<file path="config.mk">
export PLATFORM = sky130hd
export DESIGN_NAME = ql_vram_arbiter
export DESIGN_NICKNAME = d
export VERILOG_FILES = /design/src/rtl/ql_vram_arbiter.sv
export SDC_FILE = /design/constraint.sdc
export NUM_CORES = 1
export LEC_CHECK = 0
export CAP_MARGIN = 40
export CORE_MARGIN = 3
export CORE_UTILIZATION = 30
export DETAILED_ROUTE_END_ITERATION = 10
export PLACE_DENSITY = 0.67
export SKIP_LAST_GASP = 1
export SYNTH_ARGS = -nofsm -noshare
export SYNTH_HDL_FRONTEND = slang
export SYNTH_SLANG_ARGS = --single-unit
</file>
<file path="constraint.sdc">
create_clock -name clk_sys -period 2.48 [get_ports clk_sys]
set_clock_uncertainty 0.2 [all_clocks]
set_input_delay 0.496 -clock clk_sys [delete_from_list [all_inputs] [get_ports clk_sys]]
set_output_delay 0.496 -clock clk_sys [all_outputs]
set_load 0.02 [all_outputs]
</file>
<file path="src/rtl/ql_vram_arbiter.sv">
// SDRAM word-port arbiter for the QL: video fetch, microdrive emulation and CPU
// share one req/ack SDRAM port, with a timeout guard and video_cycle strobe.
module ql_vram_arbiter #(
    parameter int unsigned AW      = 19,
    parameter int unsigned DW      = 16,
    parameter int unsigned TIMEOUT = 64
) (
    input  logic          clk_sys,
    input  logic          reset_n,
    input  logic          vid_rd,
    input  logic [AW-1:0] vid_addr,
    output logic          vid_ack,
    output logic          video_cycle,
    input  logic          mdv_men,
    input  logic          mdv_req,
    input  logic          mdv_we,
    input  logic [AW-1:0] mdv_addr,
    input  logic [DW-1:0] mdv_wdata,
    output logic          mdv_ack,
    input  logic          cpu_req,
    input  logic          cpu_we,
    input  logic [1:0]    cpu_be,
    input  logic [AW-1:0] cpu_addr,
    input  logic [DW-1:0] cpu_wdata,
    output logic          cpu_ack,
    output logic [DW-1:0] din,
    output logic          sd_req,
    output logic          sd_we,
    output logic [1:0]    sd_be,
    output logic [AW-1:0] sd_addr,
    output logic [DW-1:0] sd_wdata,
    input  logic          sd_ack,
    input  logic [DW-1:0] sd_rdata,
    output logic          err
);

    localparam int unsigned CW = $clog2(TIMEOUT) + 1;

    localparam logic [1:0] S_IDLE = 2'd0;
    localparam logic [1:0] S_REQ  = 2'd1;
    localparam logic [1:0] S_DONE = 2'd2;

    localparam logic [1:0] G_VID = 2'd0;
    localparam logic [1:0] G_MDV = 2'd1;
    localparam logic [1:0] G_CPU = 2'd2;

    logic [1:0]    r_state;
    logic [1:0]    w_next_state;
    logic [1:0]    r_grant;
    logic [1:0]    w_grant;
    logic          w_any;
    logic          w_mdv_ok;
    logic          w_timeout;
    logic          r_rr_last_cpu;
    logic [CW-1:0] r_cnt;

    // Winner selection and next state; video first, then mdv/cpu round-robin.
    always_comb begin
        w_next_state = r_state;
        w_grant      = G_VID;
        w_any        = 1'b0;
        w_mdv_ok     = mdv_req & mdv_men;
        w_timeout    = (r_cnt == CW'(TIMEOUT - 1));

        if (vid_rd) begin
            w_any   = 1'b1;
            w_grant = G_VID;
        end else if (w_mdv_ok && cpu_req) begin
            w_any   = 1'b1;
            w_grant = r_rr_last_cpu ? G_MDV : G_CPU;
        end else if (w_mdv_ok) begin
            w_any   = 1'b1;
            w_grant = G_MDV;
        end else if (cpu_req) begin
            w_any   = 1'b1;
            w_grant = G_CPU;
        end

        case (r_state)
            S_IDLE:  if (w_any) w_next_state = S_REQ;
            S_REQ:   if (sd_ack || w_timeout) w_next_state = S_DONE;
            S_DONE:  w_next_state = S_IDLE;
            default: w_next_state = S_IDLE;
        endcase
    end

    always_ff @(posedge clk_sys) begin
        if (!reset_n) begin
            r_state <= S_IDLE;
        end else begin
            r_state <= w_next_state;
        end
    end

    // Datapath and registered outputs; acks are high exactly during DONE.
    always_ff @(posedge clk_sys) begin
        if (!reset_n) begin
            r_grant       <= G_VID;
            r_rr_last_cpu <= 1'b1;
            r_cnt         <= '0;
            vid_ack       <= 1'b0;
            mdv_ack       <= 1'b0;
            cpu_ack       <= 1'b0;
            video_cycle   <= 1'b0;
            din           <= '0;
            sd_req        <= 1'b0;
            sd_we         <= 1'b0;
            sd_be         <= 2'b00;
            sd_addr       <= '0;
            sd_wdata      <= '0;
            err           <= 1'b0;
        end else begin
            vid_ack <= 1'b0;
            mdv_ack <= 1'b0;
            cpu_ack <= 1'b0;
            case (r_state)
                S_IDLE: begin
                    if (w_any) begin
                        r_grant     <= w_grant;
                        r_cnt       <= '0;
                        sd_req      <= 1'b1;
                        video_cycle <= (w_grant == G_VID);
                        case (w_grant)
                            G_MDV: begin
                                sd_we         <= mdv_we;
                                sd_be         <= 2'b11;
                                sd_addr       <= mdv_addr;
                                sd_wdata      <= mdv_wdata;
                                r_rr_last_cpu <= 1'b0;
                            end
                            G_CPU: begin
                                sd_we         <= cpu_we;
                                sd_be         <= cpu_be;
                                sd_addr       <= cpu_addr;
                                sd_wdata      <= cpu_wdata;
                                r_rr_last_cpu <= 1'b1;
                            end
                            default: begin
                                sd_we    <= 1'b0;
                                sd_be    <= 2'b11;
                                sd_addr  <= vid_addr;
                                sd_wdata <= '0;
                            end
                        endcase
                    end
                end
                S_REQ: begin
                    if (sd_ack || w_timeout) begin
                        sd_req  <= 1'b0;
                        vid_ack <= (r_grant == G_VID);
                        mdv_ack <= (r_grant == G_MDV);
                        cpu_ack <= (r_grant == G_CPU);
                        if (sd_ack) begin
                            din <= sd_rdata;
                        end else begin
                            din <= {DW{1'b1}};
                            err <= 1'b1;
                        end
                    end else begin
                        r_cnt <= r_cnt + CW'(1);
                    end
                end
                S_DONE: begin
                    video_cycle <= 1'b0;
                end
                default: ;
            endcase
        end
    end

endmodule

</file>
; ---- After elaboration in Yosys (flattened, before gate mapping)
; Index checks and enable logic that the tools add are counted.
[word_totals]
n_memories = 0
mem_bits_ro = 0
ff_bits = 72
ram_bits = 0
latch_bits = 0
wordCells = 71
output_inout_bits = 60
input_bits = 116
[classes]
mul = 0
n_bitwise = 2
n_eq_ne = 10
n_shift = 0
n_addsub = 1
mux = 26
reduce_logical = 17
div = 0
magnitude_cmp = 0
[ops]
columns = cell, count
row1 = $pmux W19 S2, 1
row2 = $pmux W16 S2, 1
row3 = $mux W16, 1
row4 = $mux W2, 8
row5 = $reduce_and A3 Y1, 5
row6 = $mux W7, 2
row7 = $pmux W7 S2, 1
row8 = $pmux W1 S2, 4
row9 = $reduce_and A2 Y1, 4
row10 = $add A7 B1 Y7 const B, 1
row11 = $eq A7 B6 Y1 const B, 1
row12 = $mux W1, 7
row13 = $eq A2 B1 Y1 const B, 3
row14 = $eq A2 B2 Y1 const B, 3
row15 = $logic_not A2 Y1, 3
row16 = $ne A2 B2 Y1 const B, 3
row17 = $reduce_bool A2 Y1, 3
row18 = $pmux W2 S2, 1
row19 = $and A1 B1 Y1, 1
row20 = $logic_and A1 B1 Y1, 1
row21 = $logic_or A1 B1 Y1, 1
row22 = $not A1 Y1, 1

; ---- Logic depth before layout (Yosys ltp)
[logic_depth]
ltp_word = 7
mapped_depth = 10
depth_no_buf = 8

; ---- Worst setup path after synthesis
; Ideal clock, no wire load.
[synth_path]
path_type = input to register
start = in cpu_req
end = reg sd_addr[5]
t_required_ps = 2148
n_path_buf = 2
path_stages = 9
t_arrival_ps = 2092
setup_ps = 132
slack_ps = 55
path_cell_list = inv_1 > a311oi_1 > inv_1 > ha_1 > clkbuf_1 > clkbuf_1 > nand2_1 > o211ai_1 > a21oi_1
[synth_via]
elab_chain_len = 6
word_cells_on_any_way = 13
cone_classes = eq/ne: 2 / mux: 9 / reduce/logical: 2
[synth_lines]
columns = element, line
row1 = "start, declared", 20  ; input logic cpu_req,
row2 = $mux W2, 74  ; end else if (cpu_req) begin
row3 = $mux W2, 71  ; end else if (w_mdv_ok) begin
row4 = $mux W2 (*), 68  ; end else if (w_mdv_ok && cpu_req) begin
row5 = $mux W2 (*), 65  ; if (vid_rd) begin
row6 = net w_grant[1], 50  ; logic [1:0] w_grant;
row7 = $eq A2 B2 Y1 / $eq A2 B1 Y1 (equally long branches), 123  ; case (w_grant)
row8 = $pmux W19 S2 (*), 123
row9 = "end signal, assigned", 127  ; sd_addr <= mdv_addr;
row10 = "end signal, assigned", 134  ; sd_addr <= cpu_addr;
row11 = "end signal, assigned", 141  ; sd_addr <= vid_addr;
row12 = "end, declared", 30  ; output logic [AW-1:0] sd_addr,
; Mark *: on every way through the listed nets, which the timed path passes. The rest lies on a longest branch.
; A chain may end at the register's enable or synchronous reset.

; ---- Worst setup path in the final report
[layout_path]
start = in cpu_req
end = reg sd_addr[14]
; Same word-level chain as after synthesis.

==> results.yml <==
status:
  status: "finished, final reports clean"
synth:
  ys_types: 38
  ys_dominant_reg_cell: "sky130_fd_sc_hd__dfxtp_1"
  syn_inst: 363
  number_of_synthesized_register_bits: 72
  synth_warnings: 0
  synth_top_cells_by_area: "sky130_fd_sc_hd__dfxtp_1, sky130_fd_sc_hd__nand2_1, sky130_fd_sc_hd__a21oi_1, sky130_fd_sc_hd__o221a_2, sky130_fd_sc_hd__a22o_1"
  sequential_fraction_of_the_synthesis_area_pct: 45.4
  netlist.area_leader.share_pct: 45.4
  synth-edff-count: 0
  synth_area_leader_cell: "sky130_fd_sc_hd__dfxtp_1"
  syn_area_um2: 3170
  asyncSetResetFlopFracSynth_pct: 0
  syn_avg_cell_area_um2: 8.74
  synth_nets: 484
cts:
  cts-hold-fix-buffers: 0
  ctsHtreeMaxLevel: 3
  cts_made_buffers: 9
  cts_setup_buffers: 0
  max_buffers_root_to_sink: 2
  clk_pin_slew_ps: 70
  ctsRootBufferMaster: "sky130_fd_sc_hd__clkbuf_8"
  clkSinkCount: 72
  clkLatencyLatePin_ps: 340
  tritoncts: "yes"
routing:
  detail_route.first_pass.iterations: 6
  routed-via-count: 3419
  wl_mm: 10.1
  route.detailed.wl_per_inst_um: 15.1
  remaining_drc_errors: 0
  antenna_violating_nets_post_route: 0
  detail_route.iter0.violations: 134
  drt-vias-per-instance: 5.10
die:
  die_area_um2: 11900
  io_pins: 176
  die_width_um: 109
  floorplan.core_area_um2: 10000
  floorplan.initialDensity_pct: 31.6
  floorplan.rows: 36
  vertical_die_dimension_um: 109
sta:
  slew_viol_final: 0
  timing.final.crit_period_ps: 2310
  slew_headroom_pct: 64.0
  maxClockFrequency_mhz: 432
  hold_violations: 0
  worst_margin_pin_slew_ps: 539
  unrepaired_setup_endpoints_after_global_routing: "no"
  setup-violations-final: 0
  post-route-period-util_pct: 93.3
finish:
  final_cell_area_um2: 5410
  count_of_inserted_antenna_diode_cells: 0
  final_layout_size_suffix_gt1_share_pct: 10.2
  mostFrequentLayoutCell: "sky130_fd_sc_hd__clkdlybuf4s50_1"
  mostFrequentLayoutCells: "sky130_fd_sc_hd__clkdlybuf4s50_1, sky130_fd_sc_hd__dfxtp_1, sky130_fd_sc_hd__nand2_1, sky130_fd_sc_hd__a21oi_1, sky130_fd_sc_hd__nand3_1"
  area_delta_synth_final_pct: 70.4
  fillCellCount: 936
  fin_nets: 654
power_and_ir_drop:
  leakage_uw: 0.00192
  worst_ir_drop_vdd_v: 0.000293
  cellPowerDensity_nw_per_um2: 590
  fin_total_pwr_uw: 3190
worst_setup_path:
  setup.worst_path.start_class: "input pin"
  timing_worst_setup_path_type: "input pin to register"
  timing.critical_path.arrival_ps: 2330
  critical_path_required_ps: 2490
  crit_fanout: 41
  reg2reg_depth: 9
  endpoint_kind: "register"
hold_path:
  worstHoldPathType: "register to register"
  hold-path-cell-count: 2
placement:
  placed_area_um2: 5150
  io_buffer_count: 175
  dp_hpwl_mm: 7.39
  place.gp.congestion: 0.803
grt:
  total_global_routing_overflow: 0
  grt_pass1_vias: 3271
  all_layer_global_routing_usage_pct: 17.0
  grt_antenna_before_repair: 0
  grt_pass1_wl_mm: 16.0
  pin_count_of_the_biggest_net_entering_global_routing: 51
run:
  number_of_max_cap_violations: 0
-- worst paths after layout --
check / endpoint / slack (ps) / startpoint
setup / recovery: sd_addr[14] / 170 / cpu_req
hold / removal: sd_addr[7] / 250 / sd_addr[7]
setup reg to reg: sd_addr[15] / 550 / r_rr_last_cpu
hold reg to reg: sd_addr[7] / 250 / sd_addr[7]
-- cells by family after synthesis --
group / Yosys count / synth area share [%]
AO/OA/AOI/OAI: 129 / 29.8
adder cells (fa/ha/maj): 5 / 1.97
buffers and inverters: 37 / 4.77
flip-flops: 72 / 45.4
multiplexers: 1 / 0.315
AND/OR/NAND/NOR: 119 / 17.7
-- Yosys cell counts (2+ instances only) --
cell / count
sky130_fd_sc_hd__dfxtp_1: 72
sky130_fd_sc_hd__nand2_1: 68
sky130_fd_sc_hd__a21oi_1: 45
sky130_fd_sc_hd__nand3_1: 24
sky130_fd_sc_hd__clkbuf_1: 20
sky130_fd_sc_hd__a22oi_1: 19
sky130_fd_sc_hd__o211ai_1: 19
sky130_fd_sc_hd__a22o_1: 17
sky130_fd_sc_hd__o221a_2: 15
sky130_fd_sc_hd__buf_2: 10
sky130_fd_sc_hd__nor2_1: 6
sky130_fd_sc_hd__ha_1: 5
sky130_fd_sc_hd__inv_1: 4
sky130_fd_sc_hd__nor3_1: 4
sky130_fd_sc_hd__a311oi_1: 3
sky130_fd_sc_hd__buf_1: 3
sky130_fd_sc_hd__a31oi_1: 2
sky130_fd_sc_hd__and2_1: 2
sky130_fd_sc_hd__and4b_1: 2
sky130_fd_sc_hd__nand2b_1: 2
sky130_fd_sc_hd__nor2b_1: 2
sky130_fd_sc_hd__nor3b_1: 2
sky130_fd_sc_hd__o21ai_0: 2
-- timing repair --
| action | CTS | global route |
|---|---|---|
| endpoints found under the setup margin | 0 | 17 |
| endpoints found under the hold margin | 0 | 0 |
| resized for setup | 0 | 2 |
-- through the flow --
step | instances | hold WS [ps] | util (%) | setup slack, ps | setup TNS (ps)
6_report | 671 | 253 | 53.8 | 166 | 0
5_1_grt | 671 | 282 | 53.8 | 20.8 | 0
4_1_cts | 671 | 258 | 53.7 | 122 | 0
3_5_place_dp | 655 | 247 | 51.3 | -222 | -6590
3_3_place_gp | 655 | 241 | 51.3 | -191 | -5440
2_1_floorplan | 363 | 247 | - | 55.4 | 0
-- layer usage --
metal | vias up | share of wire (%) | track usage [%]
li1 | 1679 | - | -
met1 | 1603 | 44 | 21.2
met2 | 129 | 47 | 28.4
met3 | 8 | 8.1 | 5.45
met4 | 0 | 0.81 | 4.15
met5 | - | 0 | 0
-- worst max-delay path, cell delays in order --
cell and delay [ps]:
sky130_fd_sc_hd__clkdlybuf4s50_1 510, sky130_fd_sc_hd__inv_1 60, sky130_fd_sc_hd__a311oi_2 280, sky130_fd_sc_hd__inv_1 110, sky130_fd_sc_hd__ha_2 400, sky130_fd_sc_hd__buf_12 210, sky130_fd_sc_hd__nand2_1 70, sky130_fd_sc_hd__o211ai_1 80
sky130_fd_sc_hd__a21oi_1 80
-- state kept, by name, indices dropped and copies added (netlist names), 2 cells and up --
register and cells:
din 16, r_cnt 7, r_grant 2, r_state 2
sd_addr 19, sd_be 2, sd_wdata 16
-- area by class of cell --
type | instances | area (um2) | area share [%]
sequential | 72 | 1440 | 26.6
tap | 133 | 166 | 3.08
multi-input combinational | 254 | 1600 | 29.5
clock inverter | 7 | 125 | 2.31
inverter | 4 | 15.0 | 0.278
clock buffer | 9 | 124 | 2.29
timing repair buffer | 192 | 1940 | 35.9
-- power breakdown --
group	leakage (uW)	internal, uW	switching [uW]	total (uW)
sequential	0.000588	1230	39.9	1270
clock	0.000125	681	468	1150
combinational	0.00120	413	361	774
total	0.00192	2320	868	3190
Power figures use the tool's default switching activity.
